==> config.mk <==
export PLATFORM = sky130hd
export DESIGN_NAME = approx_fp_div_flat
export DESIGN_NICKNAME = d
export VERILOG_FILES = /design/src/rtl/approx_fp_div_pkg.sv /design/src/rtl/approx_fp_div_if.sv /design/src/rtl/approx_fp_div_pack.sv /design/src/rtl/approx_fp_div.sv /design/src/flat_wrapper.sv
export SDC_FILE = /design/constraint.sdc
export NUM_CORES = 1
export LEC_CHECK = 0
export ABC_AREA = 1
export CAP_MARGIN = 20
export CORE_UTILIZATION = 40
export CTS_CLUSTER_DIAMETER = 60
export DETAILED_ROUTE_END_ITERATION = 7
export PLACE_DENSITY = 0.63
export SYNTH_ARGS = -nofsm -noshare
export SYNTH_HDL_FRONTEND = slang
export SYNTH_SLANG_ARGS = --single-unit
==> constraint.sdc <==
create_clock -name clk -period 8.55 [get_ports clk]
set_input_delay 1.2825 -clock clk [delete_from_list [all_inputs] [get_ports clk]]
set_output_delay 1.2825 -clock clk [all_outputs]
set_load 0.03 [all_outputs]
==> src/rtl/approx_fp_div_pkg.sv <==
// approx_fp_div shared types: word layout, FSM states, tier iteration table.
// Imported by the divider, its pack stage and the handshake interface.
package approx_fp_pkg;

    localparam int N    = 32;
    localparam int E    = 8;
    localparam int M    = 23;
    localparam int BIAS = 127;

    localparam int SIGN = 31;
    localparam int EXP  = 30;
    localparam int MAN  = 22;

    localparam logic [N-1:0] QNAN = 32'h7FC0_0000;
    localparam logic [N-2:0] INF  = 31'h7F80_0000;

    localparam logic [4:0] IT_T0 = 5'd1;
    localparam logic [4:0] IT_T1 = 5'd8;
    localparam logic [4:0] IT_T2 = 5'd16;
    localparam logic [4:0] IT_T3 = 5'd26;

    typedef enum logic [1:0] {
        IDLE,
        CALC,
        DONE
    } state_t;

    function automatic logic [4:0] tier_iters(input logic [1:0] t);
        logic [4:0] n;
        unique case (t)
            2'd0: n = IT_T0;
            2'd1: n = IT_T1;
            2'd2: n = IT_T2;
            2'd3: n = IT_T3;
        endcase
        return n;
    endfunction

endpackage

==> src/rtl/approx_fp_div_if.sv <==
// Valid/ready operand and result bundle for approx_fp_div.
// master feeds operands and consumes results; slave is the divider.
interface approx_fp_div_if;
    import approx_fp_pkg::*;

    logic         in_valid;
    logic         in_ready;
    logic [N-1:0] a;
    logic [N-1:0] b;
    logic [1:0]   t;
    logic         out_valid;
    logic         out_ready;
    logic [N-1:0] y;
    logic         div_by_zero;

    modport master (
        output in_valid, a, b, t, out_ready,
        input  in_ready, out_valid, y, div_by_zero
    );

    modport slave (
        input  in_valid, a, b, t, out_ready,
        output in_ready, out_valid, y, div_by_zero
    );

endinterface

==> src/rtl/approx_fp_div_pack.sv <==
// fp_div_pack: combinational normalize, RNE round, range check and field pack
// for a divider quotient (Mitchell fraction for tier 0, restoring q otherwise).
module fp_div_pack
    import approx_fp_pkg::*;
(
    input  logic         sgn,
    input  logic [E-1:0] ea,
    input  logic [E-1:0] eb,
    input  logic [M-1:0] fa,
    input  logic [M-1:0] fb,
    input  logic [1:0]   t,
    input  logic [25:0]  q,
    input  logic         sticky,
    output logic [N-1:0] y,
    output logic         dbz
);

    logic              a_zero;
    logic              b_zero;
    logic              nan_in;
    logic              norm;
    logic              up;
    logic              cy;
    logic [24:0]       qn;
    logic [M-1:0]      man;
    logic [M:0]        rnd;
    logic [9:0]        e_raw;
    logic signed [9:0] e;

    assign a_zero = (ea == '0);
    assign b_zero = (eb == '0);
    assign nan_in = (ea == '1) || (eb == '1);

    always_comb begin
        norm = 1'b0;
        qn   = '0;
        up   = 1'b0;
        rnd  = '0;
        man  = '0;
        cy   = 1'b0;
        if (t == 2'd0) begin
            norm = (fa < fb);
            man  = fa - fb;
        end else begin
            // q[25] is the integer bit; a zero there costs one exponent step
            norm = !q[25];
            qn   = norm ? {q[23:0], 1'b0} : q[24:0];
            up   = (t == 2'd3) && qn[1] && (qn[0] || sticky || qn[2]);
            rnd  = {1'b0, qn[24:2]} + {{M{1'b0}}, up};
            man  = rnd[M-1:0];
            cy   = rnd[M];
        end
        e_raw = 10'(ea) - 10'(eb) + 10'(BIAS) - 10'(norm) + 10'(cy);
        e     = $signed(e_raw);
    end

    always_comb begin
        y   = '0;
        dbz = 1'b0;
        if (nan_in || (a_zero && b_zero)) begin
            y = QNAN;
        end else if (a_zero) begin
            y = {sgn, 31'd0};
        end else if (b_zero) begin
            y   = {sgn, INF};
            dbz = 1'b1;
        end else if (e >= 10'sd255) begin
            y = {sgn, INF};
        end else if (e <= 10'sd0) begin
            y = {sgn, 31'd0};
        end else begin
            y = {sgn, e[7:0], man};
        end
    end

endmodule

==> src/rtl/approx_fp_div.sv <==
// approx_fp_div: tiered multi-cycle FP32 divider (Mitchell / restoring).
// Define APPROX_FP_DIV_EARLY_TERM_EN to leave CALC once the remainder hits 0.
module approx_fp_div
    import approx_fp_pkg::*;
(
    input  logic          clk,
    input  logic          rst_n,
    approx_fp_div_if.slave io
);

    state_t       state;
    state_t       state_nx;
    logic [4:0]   cnt;
    logic [4:0]   n;
    logic         sgn;
    logic [E-1:0] ea;
    logic [E-1:0] eb;
    logic [M-1:0] fa;
    logic [M-1:0] fb;
    logic [1:0]   t;
    logic [24:0]  rem;
    logic [24:0]  rem_nx;
    logic [24:0]  mb;
    logic [25:0]  q;
    logic [25:0]  q_nx;
    logic         qbit;
    logic         last;
    logic         accept;
    logic         step;
    logic         pack;
    logic [E-1:0] a_exp;
    logic [E-1:0] b_exp;
    logic         special;
    logic [N-1:0] y_q;
    logic [N-1:0] y_pk;
    logic         dbz_q;
    logic         dbz_pk;

    assign a_exp   = io.a[EXP -: E];
    assign b_exp   = io.b[EXP -: E];
    assign special = (a_exp == '0) || (b_exp == '0)
                  || (a_exp == '1) || (b_exp == '1);
    assign accept  = io.in_valid && io.in_ready;
    assign mb      = {1'b0, |eb, fb};

    always_comb begin
        qbit   = (rem >= mb);
        rem_nx = (rem - (qbit ? mb : 25'd0)) << 1;
        q_nx   = q | (26'(qbit) << (5'd25 - cnt));
    end

`ifdef APPROX_FP_DIV_EARLY_TERM_EN
    assign last = (cnt == n)
               || ((t != 2'd0) && (cnt != '0) && (rem == '0));
`else
    assign last = (cnt == n);
`endif

    always_ff @(posedge clk or negedge rst_n) begin
        if (!rst_n) state <= IDLE;
        else        state <= state_nx;
    end

    always_comb begin
        state_nx = state;
        unique case (state)
            IDLE:    if (io.in_valid)  state_nx = CALC;
            CALC:    if (last)         state_nx = DONE;
            DONE:    if (io.out_ready) state_nx = IDLE;
            default: state_nx = IDLE;
        endcase
    end

    always_comb begin
        io.in_ready  = 1'b0;
        io.out_valid = 1'b0;
        step         = 1'b0;
        pack         = 1'b0;
        unique case (state)
            IDLE: io.in_ready = 1'b1;
            CALC: begin
                step = !last;
                pack = last;
            end
            DONE: io.out_valid = 1'b1;
            default: ;
        endcase
    end

    always_ff @(posedge clk or negedge rst_n) begin
        if (!rst_n) begin
            cnt   <= '0;
            n     <= '0;
            sgn   <= 1'b0;
            ea    <= '0;
            eb    <= '0;
            fa    <= '0;
            fb    <= '0;
            t     <= '0;
            rem   <= '0;
            q     <= '0;
            y_q   <= '0;
            dbz_q <= 1'b0;
        end else begin
            if (accept) begin
                cnt <= '0;
                n   <= special ? IT_T0 : tier_iters(io.t);
                sgn <= io.a[SIGN] ^ io.b[SIGN];
                ea  <= a_exp;
                eb  <= b_exp;
                fa  <= io.a[MAN -: M];
                fb  <= io.b[MAN -: M];
                t   <= io.t;
                rem <= {1'b0, |a_exp, io.a[MAN -: M]};
                q   <= '0;
            end else if (step) begin
                cnt <= cnt + 5'd1;
                rem <= rem_nx;
                q   <= q_nx;
            end
            if (pack) begin
                y_q   <= y_pk;
                dbz_q <= dbz_pk;
            end
        end
    end

    fp_div_pack u_pack (
        .sgn    (sgn),
        .ea     (ea),
        .eb     (eb),
        .fa     (fa),
        .fb     (fb),
        .t      (t),
        .q      (q),
        .sticky (rem != '0),
        .y      (y_pk),
        .dbz    (dbz_pk)
    );

    assign io.y           = y_q;
    assign io.div_by_zero = dbz_q;

endmodule

==> src/flat_wrapper.sv <==
// flat-port wrapper written by rule: the top's interface ports become plain ports
module approx_fp_div_flat import approx_fp_pkg::*;
  (clk, rst_n, io_in_valid, io_a, io_b, io_t, io_out_ready, io_in_ready, io_out_valid, io_y, io_div_by_zero);
  approx_fp_div_if io_i ();
  input  logic clk;
  input  logic rst_n;
  input wire logic [$bits(io_i.in_valid)-1:0] io_in_valid;
  input wire logic [$bits(io_i.a)-1:0] io_a;
  input wire logic [$bits(io_i.b)-1:0] io_b;
  input wire logic [$bits(io_i.t)-1:0] io_t;
  input wire logic [$bits(io_i.out_ready)-1:0] io_out_ready;
  output wire logic [$bits(io_i.in_ready)-1:0] io_in_ready;
  output wire logic [$bits(io_i.out_valid)-1:0] io_out_valid;
  output wire logic [$bits(io_i.y)-1:0] io_y;
  output wire logic [$bits(io_i.div_by_zero)-1:0] io_div_by_zero;
  assign io_i.in_valid = io_in_valid;
  assign io_i.a = io_a;
  assign io_i.b = io_b;
  assign io_i.t = io_t;
  assign io_i.out_ready = io_out_ready;
  assign io_in_ready = io_i.in_ready;
  assign io_out_valid = io_i.out_valid;
  assign io_y = io_i.y;
  assign io_div_by_zero = io_i.div_by_zero;
  approx_fp_div u_core (.clk(clk), .rst_n(rst_n), .io(io_i));
endmodule
# [Yosys cells after proc, flatten, opt, wreduce, memory -nomap -nowiden]
# Index checks and enable logic that the tools add are counted.
[classes] muxes=29 order_cmp=4 reduce_logical=25 bitwise=2 addsub=9 div=0 shift=1 n_eq_ne=14 multipliers=0
[op_table] cell="$mux 31" count=4
[op_table] cell="$mux 25" count=3
[op_table] cell="$mux 26" count=2
[op_table] cell="$eq 8x8->1 const B" count=4
[op_table] cell="$logic_not 8->1" count=4
[op_table] cell="$mux 32" count=1
[op_table] cell="$or 26x26->26" count=1
[op_table] cell="$shl 1x5->26" count=1
[op_table] cell="$ge 25x24->1" count=1
[op_table] cell="$reduce_bool 25->1" count=1
[op_table] cell="$add 23x1->24" count=1
[op_table] cell="$mux 24" count=1
[op_table] cell="$sub 24x24->24" count=1
[op_table] cell="$lt 23x23->1" count=1
[op_table] cell="$mux 23" count=1
[op_table] cell="$sub 23x23->23" count=1
[op_table] cell="$pmux 5 s4" count=1
[op_table] cell="$reduce_or 8->1" count=2
[op_table] cell="$mux 5" count=3
[op_table] cell="$add 10x1->10" count=1
[op_table] cell="$add 9x8->10 const B" count=1
[op_table] cell="$ge 10x9->1 const B" count=1
[op_table] cell="$le 10x1->1 const B" count=1
[op_table] cell="$sub 10x1->10" count=1
[op_table] cell="18 further kinds" count=45
[totals] regBits=161 latchBits=0 n_memories=0 out_inout_bits=35 elab_cells=97 rom_bits=0 ram_bits=0

# [Depth between registers and ports, before layout]
# Gate-level depths: netlist (run 1).
[depth] word_depth=13 depth_mapped=30 ltp_nobuf=30

# [Modules after synthesis]
# A second synthesis (run 1) with hierarchy kept.
[unflattened] cells_unflattened=1873 hier_area_um2=12693.4
[by_module_without_submodules] mod="approx_fp_div" area_per_inst_um2=8524.4 seq_area_each_um2=4003.8 n_inst=1 cells_per_inst=1021
[by_module_without_submodules] mod="fp_div_pack" area_per_inst_um2=4169.0 seq_area_each_um2=0.0 n_inst=1 cells_per_inst=852

# [Worst setup path before layout (run 1)]
# Ideal clock, no wire load.
[synth_path] path_kind="register to register" from="reg u_core.fb[6]" to="reg u_core.y_q[12] (netlist: u_core.io.y[12])" arrival_ps=3680 setup_ps=76 slack_ps=4794 period_less_slack_ps=3756 path_stages_with_launch=29 n_path_buf=1 path_cell_list="dfrtp_1 inv_1 ha_1 a21oi_1 o21ai_0 nand2_1 nand2_1 nand2_1 nand3_1 nand3_1 nand3_1 o22ai_1 inv_1 fa_1 ha_1 inv_1 fa_1 inv_1 nor3_1 nand2_1 inv_1 nand3_1 nor2_1 nand3_2 nand2_1 nor2_1 nand2_1 buf_4 o21ai_1"
[synth_via] elab_chain_len=10 elab_cells_between_ends=13 classes_between="add/sub (3); order compare (3); mux (7)"
[synth_lines] item="from (decl)" line="approx_fp_div.sv:19" text="logic [M-1:0] fb;"
[synth_lines] item="from (signal assigned)" line="approx_fp_div.sv:112" text="fb <= io.b[MAN -: M];"
[synth_lines] item="$lt 23x23->1" line="approx_fp_div_pack.sv:42" text="norm = (fa < fb);"
[synth_lines] item="$mux 1" line="approx_fp_div_pack.sv:41" text="if (t == 2'd0) begin"
[synth_lines] item="$sub 10x1->10" line="approx_fp_div_pack.sv:53" text="e_raw = 10'(ea) - 10'(eb) + 10'(BIAS) - 10'(norm) + 10'(cy);"
[synth_lines] item="$add 10x1->10" line="approx_fp_div_pack.sv:53"
[synth_lines] item="$le 10x1->1" line="approx_fp_div_pack.sv:69" text="end else if (e <= 10'sd0) begin"
[synth_lines] item="$mux 31" line="approx_fp_div_pack.sv:69"
[synth_lines] item="$mux 31 *" line="approx_fp_div_pack.sv:67" text="end else if (e >= 10'sd255) begin"
[synth_lines] item="$mux 31 *" line="approx_fp_div_pack.sv:64" text="end else if (b_zero) begin"
[synth_lines] item="$mux 31 *" line="approx_fp_div_pack.sv:62" text="end else if (a_zero) begin"
[synth_lines] item="$mux 32 *" line="approx_fp_div_pack.sv:60" text="if (nan_in || (a_zero && b_zero)) begin"
[synth_lines] item="to (signal assigned)" line="approx_fp_div.sv:122" text="y_q <= y_pk;"
[synth_lines] item="to (decl)" line="approx_fp_div.sv:34" text="logic [N-1:0] y_q;"
# Mark *: on every way between the ends. The rest lies on a longest branch, timed or not.
# A chain may end at the register's enable or synchronous reset.

# [Worst setup path in the final report (run 1)]
[layout_path] from="reg u_core.q[25]" to="reg u_core.y_q[21] (netlist: u_core.io.y[21])"
[layout_via] elab_chain_len=13 elab_cells_between_ends=19 classes_between="add/sub (3); order compare (2); mux (9); reduce/logical (5)"
[layout_lines] item="from (decl)" line="approx_fp_div.sv:24" text="logic [25:0] q;"
[layout_lines] item="from (signal assigned)" line="approx_fp_div.sv:119" text="q <= q_nx;"
[layout_lines] item="$mux 25" line="approx_fp_div_pack.sv:47" text="qn = norm ? {q[23:0], 1'b0} : q[24:0];"
[layout_lines] item="$logic_or 1x1->1 (2 in a row)" line="approx_fp_div_pack.sv:48" text="up = (t == 2'd3) && qn[1] && (qn[0] || sticky || qn[2]);"
[layout_lines] item="$logic_and 1x1->1" line="approx_fp_div_pack.sv:48"
[layout_lines] item="$add 23x1->24" line="approx_fp_div_pack.sv:49" text="rnd = {1'b0, qn[24:2]} + {{M{1'b0}}, up};"
[layout_lines] item="$mux 1" line="approx_fp_div_pack.sv:41"
[layout_lines] item="$add 10x1->10" line="approx_fp_div_pack.sv:53"
[layout_lines] item="$le 10x1->1" line="approx_fp_div_pack.sv:69"
[layout_lines] item="$mux 31" line="approx_fp_div_pack.sv:69"
[layout_lines] item="$mux 31 *" line="approx_fp_div_pack.sv:67"
[layout_lines] item="$mux 31 *" line="approx_fp_div_pack.sv:64"
[layout_lines] item="$mux 31 *" line="approx_fp_div_pack.sv:62"
[layout_lines] item="$mux 32 *" line="approx_fp_div_pack.sv:60"
# Marks and branches as above.

==> out/qor.yml, run 1 <==
global_routing:
  grt_pass1_vias: 11265
  grt.total_usage: 0.253
  overflow: 0
  grt_pass1_wl_um: 60000
  antenna_found_initial: 1
  grt_max_degree: 116
setup_path:
  path_common_cell: "nand2_1"
  slowest_stage: "nand2_1"
  worst-setup-path-type: "register to register"
  start_kind: "register"
  end_kind: "register"
  crit_arrival_ps: 5540
  worst_ep_required_time_ps: 8890
  cp_max_fo: 46
  cpPeakStageDelay_ps: 490
finish:
  nFillCells: 2994
  finalCoreUtilization: 0.479
  drive_above_1_share: 0.0405
  area_delta_synth_final_pct: 16.3
  final_area_um2: 13900
  antenna_cells: 0
  fin_nets: 2001
floorplan:
  ios: 105
  core_um2: 29000
  die-area_um2: 30600
  rows: 62
  start_util: 0.412
  die_w_um: 175
  die_y_um: 175
detailed_routing:
  drc: 0
  wl_um: 38000
  vias: 11882
  vias_per_cell: 5.32
  dr.pass1.iters: 5
  drtAntennaViolNets: 0
  dr.first_iter.drc_count: 1015
  wl_per_cell_um: 17.0
clocking:
  numCtsBuffers: 17
  clk_pin_slew_worst_paths_ps: 70
  clk_latency_ps: 440
  cts-root-buf: "clkbuf_16"
  cts_resized: 0
  cts_tree: "built"
  cts_hold_buf: 0
  clockBufferDepth: 2
  clkSinkCount: 160
  post_cts_buffers: 0
  htree_levels: 4
timing:
  finalSetupViolCount: 0
  worst_pin_slew_ps: 1060
  fin_crit_ps: 5210
  totalNegativeSetupSlack_ps: 0
  whs_ps: 485
  grt_setup_unrepaired: "false"
  maxSlewHeadroom: 0.292
  slew_viol_final: 0
  fmax_mhz: 192
  clock_skew_ps: 11.6
  hold_viol: 0
  period_share: 0.609
synthesis:
  ys_seq_area_frac: 0.335
  yosysWarnings: 0
  ys.flop_type: "dfrtp_1"
  synthArstFlopShare: 1.00
  synth_edf_count: 0
  syn-num-nets: 1909
  synth_cell_types: 50
  yosys_register_bits: 160
  synth.avg_cell_area_um2: 6.85
  synth_area_um2: 11900
  syn_inst: 1745
run:
  drv_cap: 0
placement:
  gp_congestion: 0.961
  place_hpwl_um: 29400
  place_area_um2: 13300
  io_buffers: 104
outcome:
  outcome: "finished, final reports clean"
hold_path:
  hold_path.class: "register to register"
-- critical path: cells and delay by family (launching register included) --
family	cells	cell delay, ps
DFF	1	320
adders and majority gates	3	940
buffers and inverters	7	1080
and+or+nand+nor	18	2730
-- kinds of logic after synthesis --
logic type | after synthesis | share of synthesized area
XOR/XNOR | 33 | 0.0242
buffers and inverters | 253 | 0.0835
multiplexers | 1 | 0.000838
adder cells (fa/ha/maj) | 94 | 0.102
AND/OR/NAND/NOR | 905 | 0.317
flip-flops | 160 | 0.335
AO/OA/AOI/OAI | 299 | 0.138
-- registers in the layout, indices dropped and copies added, names as in the netlist, 4 cells and up --
name         count
u_core.ea        8
u_core.fa       23
u_core.n         4
u_core.cnt       5
u_core.fb       23
u_core.q        26
u_core.rem      25
u_core.io.y     32
u_core.eb        8
-- cell type report --
type / instances / area [um2] / share of cell area
sequential: 160 / 4000 / 0.288
clock buffer: 18 / 429 / 0.0309
timing repair buffer: 113 / 1110 / 0.0799
tap: 384 / 480 / 0.0346
inverter: 213 / 801 / 0.0576
multi-input combinational: 1332 / 6950 / 0.500
clock inverter: 14 / 123 / 0.00882
-- routing by layer --
metal | share of wire | up-vias | GRT usage | wire (um)
met5 | 0.00026 | - | 0 | 10
met4 | 0.029 | 2 | 0.0830 | 1110
met3 | 0.061 | 75 | 0.0457 | 2310
met2 | 0.45 | 404 | 0.407 | 17000
met1 | 0.46 | 5509 | 0.342 | 17500
li1 | - | 5892 | - | -
-- metrics by stage --
stage,setup slack [ps],std cells
2_1_floorplan,4790,1745
3_3_place_gp,3480,2202
3_5_place_dp,3370,2202
4_1_cts,3370,2234
5_1_grt,2840,2234
6_report,3340,2234
-- final timing paths --
kind	from	endpoint	slack (ps)	cells past startpoint
max reg2reg	u_core.q[25]	u_core.io.y[21]	3340	28
max in group asynchronous	rst_n	u_core.q[22]	6200	2
min reg2reg	u_core.io.y[21]	u_core.io.y[21]	480	2
min	u_core.io.y[21]	u_core.io.y[21]	480	2
max	u_core.q[25]	u_core.io.y[21]	3340	28
min in group asynchronous	rst_n	u_core.ea[2]	890	1
-- placed cells by master (no fill, tap or decap), drive strengths merged, types with 19 or more instances in the layout --
cell type,netlist,layout
dfrtp,160,160
nand4,27,27
nand2,559,559
xor2,19,19
o21ai,119,119
nor2,145,145
inv,208,217
ha,89,89
nand3,136,136
a21oi,127,127
clkdlybuf4s50,0,103
-- cell usage after synthesis (all sizes together) (3+ instances only) --
cell	n	area, um2
nor4	9	56.3
o221ai	4	35.0
clkinv	5	18.8
nand2	559	2110
nor2	145	579
o21bai	14	105
nand3	136	691
o211ai	10	75.1
dfrtp	160	4000
fa	5	100
nor3	17	90.1
o21a	3	22.5
a21o	7	52.6
or2	4	25.0
o21ai	119	603
xor2	19	166
inv	208	781
nand4	27	175
buf	19	119
clkbuf	21	78.8
a31oi	4	25.0
ha	89	1110
nand3b	5	37.5
xnor2	14	123
a21oi	127	639
Power of run 1 is left out: the tool's default activity adds up to more than one toggle a clock period on the data nets, which glitch-free logic cannot reach.
==> run 2: changes to the inputs <==
PLACE_DENSITY = 0.65   (was 0.63)
clock period = 4.65 ns   (was 8.55 ns; I/O delays follow)
==> out/qor.yml, run 2 (synthesis gave the netlist of run 1 again) <==
outcome:
  outcome: "finished, final reports clean"
placement:
  gp_congestion: 0.962
  place_hpwl_um: 30400
  io_buffers: 104
floorplan:
  die_y_um: 175
  core_um2: 29000
  die-area_um2: 30600
  start_util: 0.412
  ios: 105
  die_w_um: 175
  rows: 62
clocking:
  clk_pin_slew_worst_paths_ps: 80
  cts-root-buf: "clkbuf_16"
  clk_latency_ps: 450
  clockBufferDepth: 2
  numCtsBuffers: 17
  cts_tree: "built"
  htree_levels: 4
  cts_hold_buf: 0
  clkSinkCount: 160
setup_path:
  crit_arrival_ps: 4620
  rr_worst_depth: 27
  crit_family: "adder cells"
  crit_buf_inv: 6
  crit_cells: 27
  cp_max_fo: 7
  reg2reg_setup_slack_ps: 380
  end_kind: "register"
  cpPeakStageDelay_ps: 430
  worst-setup-path-type: "register to register"
  slowest_stage: "fa_1"
  start_kind: "register"
  worst_ep_required_time_ps: 5010
  path_common_cell: "inv_1"
finish:
  drive_above_1_share: 0.0578
  largest_reg_flops: 32
  nFillCells: 2987
  final_common_cell: "nand2_1"
  multiInputGateArea_um2: 7010
  regArea_um2: 4010
  final_cell_mix: "nand2_1 (550), inv_1 (203), dfrtp_1 (159), nor2_1 (136), nand3_1 (132)"
  area_delta_synth_final_pct: 18.8
  antenna_cells: 0
  fin_nets: 2019
timing:
  clock_skew_ps: 18.0
  finalSetupViolCount: 0
  period_share: 0.918
  fmax_mhz: 234
  fin_crit_ps: 4270
  worst_pin_slew_ps: 838
  slew_viol_final: 0
  maxSlewHeadroom: 0.442
  hold_viol: 0
  totalNegativeSetupSlack_ps: 0
  grt_setup_unrepaired: "false"
global_routing:
  grt_pass1_wl_um: 62600
  overflow: 0
  antenna_found_initial: 0
  grt_max_degree: 85
  grt.total_usage: 0.261
  grt_pass1_vias: 11676
detailed_routing:
  drc: 0
  drtAntennaViolNets: 0
  dr.first_iter.drc_count: 962
  wl_per_cell_um: 17.2
  vias: 11992
  dr.pass1.iters: 5
  vias_per_cell: 5.33
  wl_um: 38800
run:
  drv_cap: 0
hold_path:
  hold_path.class: "input port to asynchronous set/reset pin"
run 2: cell types whose count changed in the layout (fill, tap and decap cells not counted), sizes merged:
cell	before	now
buf	10	28
bufinv	0	3
clkbuf	18	17
clkinvlp	3	2
inv	217	216
run 2: final cells by class:
type / count / share of cell area
repair buffers: 131 / 0.0895
well taps: 384 / 0.0338
inverters: 213 / 0.0566
clock buffers: 17 / 0.0300
multi-input cells: 1332 / 0.494
flip-flops and latches: 160 / 0.282
clock inverters: 15 / 0.0139
run 2: through the flow:
step | hold WS, ps | worst slack (ps) | instance area [um2] | cells | utilization
final | 300 | 382 | 14200 | 2252 | 0.489
after global routing | 361 | 0.0151 | 14200 | 2252 | 0.489
after CTS | 337 | 145 | 14100 | 2250 | 0.486
after detailed placement | 468 | 169 | 13500 | 2218 | 0.465
after global placement | 467 | 201 | 13500 | 2218 | 0.465
after floorplan | 402 | 894 | 11900 | 1745 | -
run 2: what timing repair did:
action,4_1_cts,5_1_grt
endpoints found under the setup margin,0,31
gates resized for setup,0,16
setup buffers,0,2
run 2: final timing paths:
check / start / endpoint
min reg2reg: u_core.io.y[0] / u_core.io.y[0]
max in group asynchronous: rst_n / u_core.q[3]
max reg2reg: u_core.fb[12] / u_core.io.y[3]
min: rst_n / u_core.eb[0]
max: u_core.fb[12] / u_core.io.y[3]
min in group clk: u_core.io.y[0] / u_core.io.y[0]
run 2: routing by layer:
metal | up-vias | share of wire | GRT usage | wire length [um]
met3 | 59 | 0.065 | 0.0374 | 2530
met2 | 422 | 0.47 | 0.438 | 18200
met5 | - | 0 | 0 | 0
met4 | 0 | 0.022 | 0.0743 | 863
li1 | 5920 | - | - | -
met1 | 5591 | 0.44 | 0.348 | 17200
Power of run 2 is left out for the same reason.
